### src/rtl/fp16_pkg.sv
// Shared definitions for the fp16 multiply/add datapath: field widths,
// special encodings, the unpacked-operand record and the multiplier's
// stage-register layouts. FP16_MUL_RNE_EN widens the first stage to keep
// the low product bits needed for round-to-nearest-even.
package fp16_pkg;

    localparam int EXP_W = 5;
    localparam int MAN_W = 10;
    localparam int BIAS  = 15;
    localparam int EXI_W = 7;

    localparam logic [15:0]      NAN_VAL = 16'h7E00;
    localparam logic [15:0]      POS_INF = 16'h7C00;
    localparam logic [15:0]      NEG_INF = 16'hFC00;
    localparam logic [EXP_W-1:0] EXP_MAX = 5'h1F;

`ifdef FP16_MUL_RNE_EN
    localparam int PROD_KEEP_W = 22;
`else
    localparam int PROD_KEEP_W = 12;
`endif

    typedef struct packed {
        logic             sign;
        logic [EXP_W-1:0] exp;
        logic [MAN_W-1:0] mant;
        logic             is_zero;
        logic             is_inf;
        logic             is_nan;
    } fp16_unp_t;

    localparam int UNP_W = $bits(fp16_unp_t);

    typedef struct packed {
        logic                   valid;
        logic                   sign;
        logic                   special;
        logic [15:0]            special_p;
        logic [EXI_W-1:0]       exp;
        logic [PROD_KEEP_W-1:0] prod;
    } s1_t;

    typedef struct packed {
        logic             valid;
        logic             sign;
        logic             special;
        logic [15:0]      special_p;
        logic [EXI_W-1:0] exp;
        logic [MAN_W-1:0] mant;
`ifdef FP16_MUL_RNE_EN
        logic             guard;
        logic             sticky;
`endif
    } s2_t;

endpackage

### src/rtl/fp16_unpack.sv
// Combinational binary16 field splitter and classifier.
// Subnormals (exp==0) are classed as zero so the datapath flushes them.
module fp16_unpack
    import fp16_pkg::*;
(
    input  logic [15:0]      op,
    output logic [UNP_W-1:0] fields
);

    fp16_unp_t f_s;

    // split the fields and flag zero / inf / NaN
    always_comb begin
        f_s.sign    = op[15];
        f_s.exp     = op[14:10];
        f_s.mant    = op[9:0];
        f_s.is_zero = (op[14:10] == 5'h00);
        f_s.is_inf  = (op[14:10] == EXP_MAX) && (op[9:0] == 10'h000);
        f_s.is_nan  = (op[14:10] == EXP_MAX) && (op[9:0] != 10'h000);
    end

    assign fields = f_s;

endmodule

### src/rtl/fp16_mul_pipe.sv
// 3-stage binary16 multiplier: S1 unpack/multiply, S2 normalize,
// S3 round/pack into registered outputs. One global enable stalls every
// stage while the output holds an unconsumed product.
// Build option: FP16_MUL_RNE_EN selects round-to-nearest-even,
// otherwise the result is truncated toward zero.
module fp16_mul_pipe
    import fp16_pkg::*;
(
    input  logic        CLK,
    input  logic        RESET,
    input  logic [15:0] A,
    input  logic [15:0] B,
    input  logic        IN_VALID,
    output logic        IN_READY,
    output logic [15:0] P,
    output logic        OUT_VALID,
    input  logic        OUT_READY,
    output logic        OVF,
    output logic        UNF
);

    logic             en_s;
    fp16_unp_t        ua_s;
    fp16_unp_t        ub_s;
    logic [21:0]      sig_a_s;
    logic [21:0]      sig_b_s;
    logic [21:0]      prod_full_s;
    logic             nan_s;
    logic             inf_s;
    logic             zero_s;
    s1_t              s1_d_s;
    s1_t              s1_r;
    s2_t              s2_d_s;
    s2_t              s2_r;
    logic [EXI_W-1:0] exp_rnd_s;
    logic [MAN_W-1:0] mant_rnd_s;
    logic [15:0]      p_d_s;
    logic             ovf_d_s;
    logic             unf_d_s;
`ifdef FP16_MUL_RNE_EN
    logic             round_up_s;
    logic [MAN_W:0]   mant_sum_s;
`else
    logic [9:0]       prod_unused_s;
`endif

    assign en_s     = !OUT_VALID || OUT_READY;
    assign IN_READY = en_s;

    fp16_unpack u_unpack_a (.op(A), .fields(ua_s));
    fp16_unpack u_unpack_b (.op(B), .fields(ub_s));

    assign sig_a_s     = {11'h000, 1'b1, ua_s.mant};
    assign sig_b_s     = {11'h000, 1'b1, ub_s.mant};
    assign prod_full_s = sig_a_s * sig_b_s;
`ifndef FP16_MUL_RNE_EN
    assign prod_unused_s = prod_full_s[9:0];
`endif

    // S1: resolve special operands by priority, multiply significands, add exponents
    always_comb begin
        nan_s  = ua_s.is_nan || ub_s.is_nan ||
                 (ua_s.is_inf && ub_s.is_zero) || (ua_s.is_zero && ub_s.is_inf);
        inf_s  = ua_s.is_inf || ub_s.is_inf;
        zero_s = ua_s.is_zero || ub_s.is_zero;
        s1_d_s.valid = IN_VALID;
        s1_d_s.sign  = ua_s.sign ^ ub_s.sign;
        s1_d_s.exp   = {2'b00, ua_s.exp} + {2'b00, ub_s.exp} - 7'(BIAS);
`ifdef FP16_MUL_RNE_EN
        s1_d_s.prod  = prod_full_s;
`else
        s1_d_s.prod  = prod_full_s[21:10];
`endif
        if (nan_s) begin
            s1_d_s.special   = 1'b1;
            s1_d_s.special_p = NAN_VAL;
        end else if (inf_s) begin
            s1_d_s.special   = 1'b1;
            s1_d_s.special_p = s1_d_s.sign ? NEG_INF : POS_INF;
        end else if (zero_s) begin
            s1_d_s.special   = 1'b1;
            s1_d_s.special_p = {s1_d_s.sign, 15'h0000};
        end else begin
            s1_d_s.special   = 1'b0;
            s1_d_s.special_p = 16'h0000;
        end
    end

    // S2: normalize the 22-bit product so the hidden one sits above the mantissa
    always_comb begin
        s2_d_s.valid     = s1_r.valid;
        s2_d_s.sign      = s1_r.sign;
        s2_d_s.special   = s1_r.special;
        s2_d_s.special_p = s1_r.special_p;
        if (s1_r.prod[PROD_KEEP_W-1]) begin
            s2_d_s.exp  = s1_r.exp + 7'd1;
            s2_d_s.mant = s1_r.prod[PROD_KEEP_W-2 -: MAN_W];
        end else begin
            s2_d_s.exp  = s1_r.exp;
            s2_d_s.mant = s1_r.prod[PROD_KEEP_W-3 -: MAN_W];
        end
`ifdef FP16_MUL_RNE_EN
        if (s1_r.prod[21]) begin
            s2_d_s.guard  = s1_r.prod[10];
            s2_d_s.sticky = |s1_r.prod[9:0];
        end else begin
            s2_d_s.guard  = s1_r.prod[9];
            s2_d_s.sticky = |s1_r.prod[8:0];
        end
`endif
    end

    // S3: round (or truncate), then select special / overflow / underflow / normal
    always_comb begin
`ifdef FP16_MUL_RNE_EN
        round_up_s = s2_r.guard && (s2_r.sticky || s2_r.mant[0]);
        mant_sum_s = {1'b0, s2_r.mant} + {10'h000, round_up_s};
        if (mant_sum_s[MAN_W]) begin
            exp_rnd_s  = s2_r.exp + 7'd1;
            mant_rnd_s = 10'h000;
        end else begin
            exp_rnd_s  = s2_r.exp;
            mant_rnd_s = mant_sum_s[MAN_W-1:0];
        end
`else
        exp_rnd_s  = s2_r.exp;
        mant_rnd_s = s2_r.mant;
`endif
        p_d_s   = 16'h0000;
        ovf_d_s = 1'b0;
        unf_d_s = 1'b0;
        if (s2_r.special) begin
            p_d_s = s2_r.special_p;
        end else if (!exp_rnd_s[EXI_W-1] && (exp_rnd_s >= 7'd31)) begin
            p_d_s   = {s2_r.sign, EXP_MAX, 10'h000};
            ovf_d_s = 1'b1;
        end else if (exp_rnd_s[EXI_W-1] || (exp_rnd_s == 7'd0)) begin
            p_d_s   = {s2_r.sign, 15'h0000};
            unf_d_s = 1'b1;
        end else begin
            p_d_s = {s2_r.sign, exp_rnd_s[EXP_W-1:0], mant_rnd_s};
        end
    end

    // pipeline and output registers; all advance together or all hold
    always_ff @(posedge CLK or posedge RESET) begin
        if (RESET) begin
            s1_r      <= '0;
            s2_r      <= '0;
            P         <= 16'h0000;
            OUT_VALID <= 1'b0;
            OVF       <= 1'b0;
            UNF       <= 1'b0;
        end else if (en_s) begin
            s1_r      <= s1_d_s;
            s2_r      <= s2_d_s;
            P         <= p_d_s;
            OUT_VALID <= s2_r.valid;
            OVF       <= ovf_d_s & s2_r.valid;
            UNF       <= unf_d_s & s2_r.valid;
        end else begin
            s1_r      <= s1_r;
            s2_r      <= s2_r;
            P         <= P;
            OUT_VALID <= OUT_VALID;
            OVF       <= OVF;
            UNF       <= UNF;
        end
    end

endmodule

### config.mk
export PLATFORM = sky130hd
export DESIGN_NAME = fp16_mul_pipe
export DESIGN_NICKNAME = d
export VERILOG_FILES = /design/src/rtl/fp16_pkg.sv /design/src/rtl/fp16_unpack.sv /design/src/rtl/fp16_mul_pipe.sv
export SDC_FILE = /design/constraint.sdc
export NUM_CORES = 1
export LEC_CHECK = 0
export CAP_MARGIN = 20
export CELL_PAD_IN_SITES_DETAIL_PLACEMENT = 1
export CELL_PAD_IN_SITES_GLOBAL_PLACEMENT = 1
export CORE_UTILIZATION = 45
export DETAILED_ROUTE_END_ITERATION = 10
export MAX_ROUTING_LAYER = met4
export PLACE_DENSITY = 0.86
export SETUP_SLACK_MARGIN = 0.2
export SYNTH_ARGS = -nofsm -noshare
export SYNTH_HDL_FRONTEND = slang
export SYNTH_SLANG_ARGS = --single-unit
### constraint.sdc
create_clock -name CLK -period 3.12 [get_ports CLK]
set_clock_uncertainty 0.2 [all_clocks]
set_input_delay 0.624 -clock CLK [delete_from_list [all_inputs] [get_ports CLK]]
set_output_delay 0.624 -clock CLK [all_outputs]
set_load 0.05 [all_outputs]
==> run_results.csv, run 1 <==
group,metric,value,unit
routing,drc,0,
sta,rsz0062_at_grt,"true",
logic_synthesis,synth-async-reset-ratio,1.000,
routing,drtIter0Drc,265,
logic_synthesis,synth_cells,775,
global_route,track_usage,0.2953,
logic_synthesis,synth_top_area_frac,0.2417,
clocking,cts_inserted_buffers,9,
place,routabilityCongestion,0.9664,
logic_synthesis,yosysTopAreaCell,"dfrtp_1",
run_status,outcome,"finished with violations",
floorplan,coreArea,15150,um^2
clocking,clkSinkCount,67,
setup_path,cp_common_cell,"fa_1",
place,io_buffers,55,
logic_synthesis,synth_ff_type,"dfrtp_1",
floorplan,fp.dieH,126.1,um
run_status,violations,"setup timing",
routing,antenna_left,0,
routing,drt-vias-per-instance,5.770,
logic_synthesis,synth_edf_count,0,
clocking,postCtsHoldBufs,0,
job,drv_cap,0,
layout,n_fill_cell,1642,
setup_path,worst_setup_path_end_kind,"register",
clocking,clkLatencyLatePin,0.33,ns
setup_path,critPathMaxStageDelay,0.58,ns
layout,synthToLayoutAreaGrowth,37.11,%
clocking,clk_pin_slew,0.06,ns
setup_path,required,3.13,ns
logic_synthesis,syn_area,6935,um^2
sta,min_period,5.218,ns
sta,setup_tns,-22.53,ns
logic_synthesis,synth_warnings,0,
logic_synthesis,synth_fp_nets,957,
setup_path,slowest_stage,"fa_1",
global_route,gr-total-overflow,0,
logic_synthesis,post_synth.cell_area_avg,8.949,um^2
setup_path,critical-path-top-delay-family,"adder cells",
clocking,cts_max_path_buffers,2,
layout,design_area,9509,um^2
layout,final_cell_mix,"nand2_1, buf_4, inv_1, fa_1, dfrtp_1",
clocking,cts_root_buf,"clkbuf_16",
floorplan,start_util,0.4579,
sta,drv_slew,0,
routing,wirelength,26190,um
global_route,grt_pass1_wl,35340,um
hold_path,min_path_type,"register to register",
sta,hold_violations,0,
setup_path,critPathBufInv,5,
place,place_area,8498,um^2
layout,drive_gt1_frac,0.2921,
sta,max_freq,191.7,MHz
clocking,cts_tree,"built",
sta,tightestPinTransition,0.5834,ns
floorplan,rows,45,
routing,vias,6399,
setup_path,path_class,"input port to register",
floorplan,num_io_pins,56,
place,place_hpwl,16750,um
setup_path,cp_cell_sequence,"buf_8 -> buf_8 -> buf_4 -> buf_4 -> nand2_1 -> fa_1 -> fa_1 -> fa_1 -> inv_1 -> fa_1 -> ha_4 -> ha_4 -> a21oi_4 -> o21ai_4 -> a2111oi_4 -> nor3_2 -> o31a_1 -> o31ai_1",
global_route,grt_pass1_vias,7026,
logic_synthesis,ys_seq_area_frac,0.2417,
logic_synthesis,synth_area_leaders,"dfrtp_1, fa_1, ha_1, nand2_1, inv_1",
global_route,antenna_found_initial,0,
setup_path,worstPathArrival,5.23,ns
sta,finalCritPeriodShare,1.672,
global_route,grt_start_max_net_pins,87,
floorplan,die-area,15910,um^2
setup_path,cp-start-kind,"input port",
logic_synthesis,yosysUniqueCellTypes,52,
setup_path,cp_max_fo,6,
clocking,cts.htree.levels,3,
layout,final_nets,1099,
layout,diodes,0,
sta,setup_violations,12,
routing,first_pass_iters,4,
sta,layout_setup_ws,-2.098,ns
routing,wl_per_cell,23.62,um
floorplan,die_w,126.1,um
logic_synthesis,synth_seq_cells,67,
layout,final_common_cell,"nand2_1",
sta,relSlewSlack,0.6105,
-- tightest hold or removal path, cell delays in order, from the launching register on --
cell,delay (ns)
dfrtp_1,0.34
nand2_1,0.05
o21ai_0,0.06
-- cells in the mapped netlist, types with 9 or more instances --
| library cell | instances |
|---|---|
| dfrtp_1 | 67 |
| a21oi_1 | 34 |
| clkbuf_1 | 27 |
| nand2_1 | 134 |
| fa_1 | 80 |
| xnor2_1 | 12 |
| a22o_1 | 9 |
| and2_1 | 34 |
| nor2_1 | 31 |
| o21ai_0 | 32 |
| mux2i_1 | 14 |
| ha_1 | 66 |
| inv_1 | 120 |
-- path summary, 6_finish.rpt --
kind / startpoint / end / slack, ns / cells past startpoint
hold / removal: mant_rnd_s[2] / mant_rnd_s[2] / 0.28 / 2
max in group asynchronous: RESET / s2_r[31] / 1.61 / 3
setup / recovery: A[5] / s1_r[9] / -2.10 / 18
setup reg to reg: exp_rnd_s[0] / P[1] / 0.93 / 5
min in group asynchronous: RESET / P[1] / 0.49 / 2
hold reg to reg: mant_rnd_s[2] / mant_rnd_s[2] / 0.28 / 2
-- repair_timing --
item,in CTS,in global routing
pin swaps,43,50
endpoints found under the setup margin,12,12
buffers inserted,16,10
gates resized for setup,147,70
-- routing by layer --
layer	wire length [um]	track usage
met1	9203	0.2982
met2	14050	0.5632
met3	842	0.03483
met4	2097	0.1382
met5	0	-
-- per-stage QoR --
stage                     instances  hold slack [ns]  setup WS [ns]    util
after CTS                      1099           0.2790         -1.841  0.6016
final                          1109           0.2834         -2.098  0.6278
after detailed placement       1068           0.2577         -2.824  0.5611
after global routing           1109           0.3048         -2.148  0.6278
after global placement         1068           0.2512         -2.529  0.5611
after floorplan                 775           0.2305         -1.871       -
-- area by class of cell --
cell class | instances | area, um^2 | share of cell area
multi-input combinational | 548 | 5298 | 0.5571
sequential | 67 | 1677 | 0.1763
timing repair buffer | 171 | 1539 | 0.1618
inverter | 120 | 461.7 | 0.04855
clock buffer | 14 | 294.0 | 0.03092
tap | 188 | 235.2 | 0.02474
clock inverter | 1 | 5.005 | 0.0005263
-- sequential cells by signal, summed over array words and instances, names as in the netlist --
register / cells
P: 16
exp_rnd_s: 7
mant_rnd_s: 10
OVF: 1
UNF: 1
OUT_VALID: 1
s2_r: 6
s1_r: 25
-- cell families (layout without fill, tap and decap cells) --
kind of cell / count (synthesis) / after routing / synth area share
AND/OR/NAND/NOR: 253 / 253 / 0.1705
buffers and inverters: 160 / 306 / 0.08858
adder cells (fa/ha/maj): 146 / 146 / 0.3500
AO/OA/AOI/OAI: 117 / 117 / 0.1063
flip-flops: 67 / 67 / 0.2417
XOR/XNOR: 18 / 18 / 0.02273
multiplexers: 14 / 14 / 0.02021
Power of run 1 is left out: the tool's default activity adds up to more than one toggle a clock period on the data nets, which glitch-free logic cannot reach.
==> inputs of run 2 (changes only) <==
--- a/config.mk
+++ b/config.mk
@@ -5,6 +5,7 @@
 export SDC_FILE = /design/constraint.sdc
 export NUM_CORES = 1
 export LEC_CHECK = 0
+export ABC_AREA = 0
 export CAP_MARGIN = 20
 export CELL_PAD_IN_SITES_DETAIL_PLACEMENT = 1
 export CELL_PAD_IN_SITES_GLOBAL_PLACEMENT = 1
==> constraint.sdc (replaced) <==
create_clock -name CLK -period 5.75 [get_ports CLK]
set_clock_uncertainty 0.2 [all_clocks]
set_input_delay 1.15 -clock CLK [delete_from_list [all_inputs] [get_ports CLK]]
set_output_delay 1.15 -clock CLK [all_outputs]
set_load 0.05 [all_outputs]
==> run 2 against run 1 <==
- the run still ends with setup timing left
- global-route usage up 1.8 points
- non-clock buffer count is 16 lower
- via count rose by 0.50%
- sequential share of layout area is 0.76 points higher
- design area down 4.1%
- critical path depth increased by 2
- sequential cell count unchanged
- critical endpoint is now s1_r[8]
- highest routed layer unchanged
==> run_results.csv, run 2 (synthesis results as in run 1) <==
group,metric,value,unit
clocking,cts.htree.levels,3,
global_route,grt_start_max_net_pins,87,
job,drv_cap,0,
routing,wl_per_cell,24.20,um
clocking,clk_pin_slew,0.06,ns
global_route,grt_pass1_vias,7015,
layout,largest_register_ffs,25,
layout,final_common_cell,"nand2_1",
clocking,cts_tree,"built",
routing,first_pass_iters,6,
pwr,p_total,0.006543,W
sta,max_freq,171.3,MHz
setup_path,worstPathArrival,5.91,ns
routing,vias,6431,
sta,tightestPinTransition,0.8499,ns
sta,min_period,5.837,ns
pwr,p_seq_frac,0.133,
pwr,powerDensity,717.7,nW/um^2
floorplan,die_w,126.1,um
sta,layout_setup_ws,-0.08744,ns
routing,wirelength,26470,um
hold_path,min_path_type,"register to register",
global_route,gr-total-overflow,0,
clocking,clkLatencyLatePin,0.33,ns
run_status,violations,"setup timing",
setup_path,worst_setup_path_end_kind,"register",
sta,relSlewSlack,0.4334,
pwr,switching_share,0.4977,
layout,multi_input_area,5141,um^2
pwr,combPwrFrac,0.784,
sta,setup_violations,2,
place,routabilityCongestion,0.8741,
layout,largest_register,"s1_r",
run_status,outcome,"finished with violations",
floorplan,num_io_pins,56,
pwr,ir_worst_vdd,320.0,uV
setup_path,reg2reg_depth,6,
floorplan,fp.dieH,126.1,um
setup_path,path_class,"input port to register",
clocking,cts_inserted_buffers,9,
layout,diodes,0,
floorplan,die-area,15910,um^2
global_route,track_usage,0.3131,
sta,hold_violations,0,
sta,finalCritPeriodShare,1.015,
layout,final-seq-area,1677,um^2
layout,final_cell_mix,"nand2_1, inv_1, buf_4, fa_1, dfrtp_1",
clocking,cts_max_path_buffers,2,
floorplan,start_util,0.4579,
layout,final_nets,1083,
setup_path,required,5.82,ns
hold_path,min_path_cells,2,
pwr,p_leak,4.428,nW
pwr,switchingPower,0.003256,W
layout,drive_gt1_frac,0.2472,
routing,drc,0,
floorplan,rows,45,
routing,antenna_left,0,
routing,drt-vias-per-instance,5.878,
pwr,internal_power,0.003287,W
clocking,postCtsHoldBufs,0,
global_route,antenna_found_initial,0,
global_route,grt_pass1_wl,36980,um
routing,drtIter0Drc,392,
layout,n_fill_cell,1668,
clocking,clkSinkCount,67,
clocking,cts_root_buf,"clkbuf_16",
floorplan,coreArea,15150,um^2
sta,rsz0062_at_grt,"true",
layout,fin_util,0.6019,
sta,drv_slew,0,
place,io_buffers,55,
setup_path,cp_max_fo,5,
place,place_hpwl,16050,um
pwr,power_frac_clock,0.084,
layout,synthToLayoutAreaGrowth,31.45,%
setup_path,cp-start-kind,"input port",
[run 2: cell count changes in the layout (fill, tap and decap cells not counted), sizes merged]
cell           delta
buf              -16
clkbuf            -4
clkinv            +2
bufinv            +1
clkdlybuf4s15     -1
clkdlybuf4s50     +1
clkinvlp          +1
dlygate4sd2       +1
[run 2: worst paths after layout]
path / from / to / slack, ns
setup / recovery: A[2] / s1_r[8] / -0.09
hold / removal: s2_r[34] / s2_r[34] / 0.26
setup reg to reg: OUT_VALID / s1_r[7] / 3.63
hold reg to reg: s2_r[34] / s2_r[34] / 0.26
max in group asynchronous: RESET / mant_rnd_s[0] / 3.56
min in group asynchronous: RESET / P[11] / 1.23
[run 2: stage by stage]
stage | instance area (um^2) | hold slack [ns] | std cells | setup slack [ns] | setup TNS (ns)
5_1_grt | 9116 | 0.2973 | 1094 | -0.2053 | -0.4726
2_1_floorplan | 7066 | 0.2305 | 775 | 0.1734 | 0
6_report | 9116 | 0.2648 | 1094 | -0.08744 | -0.1472
3_5_place_dp | 8174 | 0.2558 | 1056 | -0.6498 | -6.489
3_3_place_gp | 8174 | 0.2461 | 1056 | -0.5340 | -4.624
4_1_cts | 8750 | 0.2676 | 1089 | 0.1751 | 0
[run 2: final cells by class]
class / count / area share
Inverter: 120 / 0.05010
Clock inverter: 5 / 0.005764
Clock buffer: 11 / 0.02663
Timing Repair Buffer: 155 / 0.1438
Multi-Input combinational cell: 548 / 0.5640
Tap cell: 188 / 0.02580
Sequential cell: 67 / 0.1839
[run 2: routing by layer]
| metal | global-route usage | vias up | part of all wire |
|---|---|---|---|
| met2 | 0.5590 | 331 | 0.51 |
| met4 | 0.1665 | 0 | 0.070 |
| met1 | 0.3328 | 3215 | 0.37 |
| met3 | 0.04928 | 151 | 0.048 |
| li1 | - | 2734 | - |
| met5 | - | - | 0 |
[run 2: what timing repair did]
item	in CTS	in global routing
buffers inserted	17	5
resized for setup	135	61
endpoints found under the setup margin	12	12
hold endpoints to repair	0	0
pin swaps	40	44
[run 2: worst max-delay path: stages]
cell and delay (ns):
buf_2 0.08, buf_6 0.12, buf_4 0.14, buf_4 0.13, nand2_1 0.08, fa_1 0.42, fa_1 0.52, fa_1 0.47
inv_1 0.09, fa_1 0.48, inv_2 0.11, fa_1 0.45, inv_2 0.11, ha_4 0.23, a21oi_4 0.19, o21ai_4 0.09
a2111oi_4 0.40, or2_4 0.23, mux2i_1 0.26, a22o_1 0.16
[run 2: power groups by stage]
stage | clock network, W | registers [W] | logic, W
2_1_floorplan | 0 | 0.000991 | 0.00213
6_report | 0.000546 | 0.000870 | 0.00513
3_5_place_dp | 0 | 0.000870 | 0.00356
3_3_place_gp | 0 | 0.000851 | 0.00331
5_1_grt | 0.000572 | 0.000894 | 0.00535
4_1_cts | 0.000550 | 0.000870 | 0.00409
Note: power is estimated with default switching activity, not from simulation.
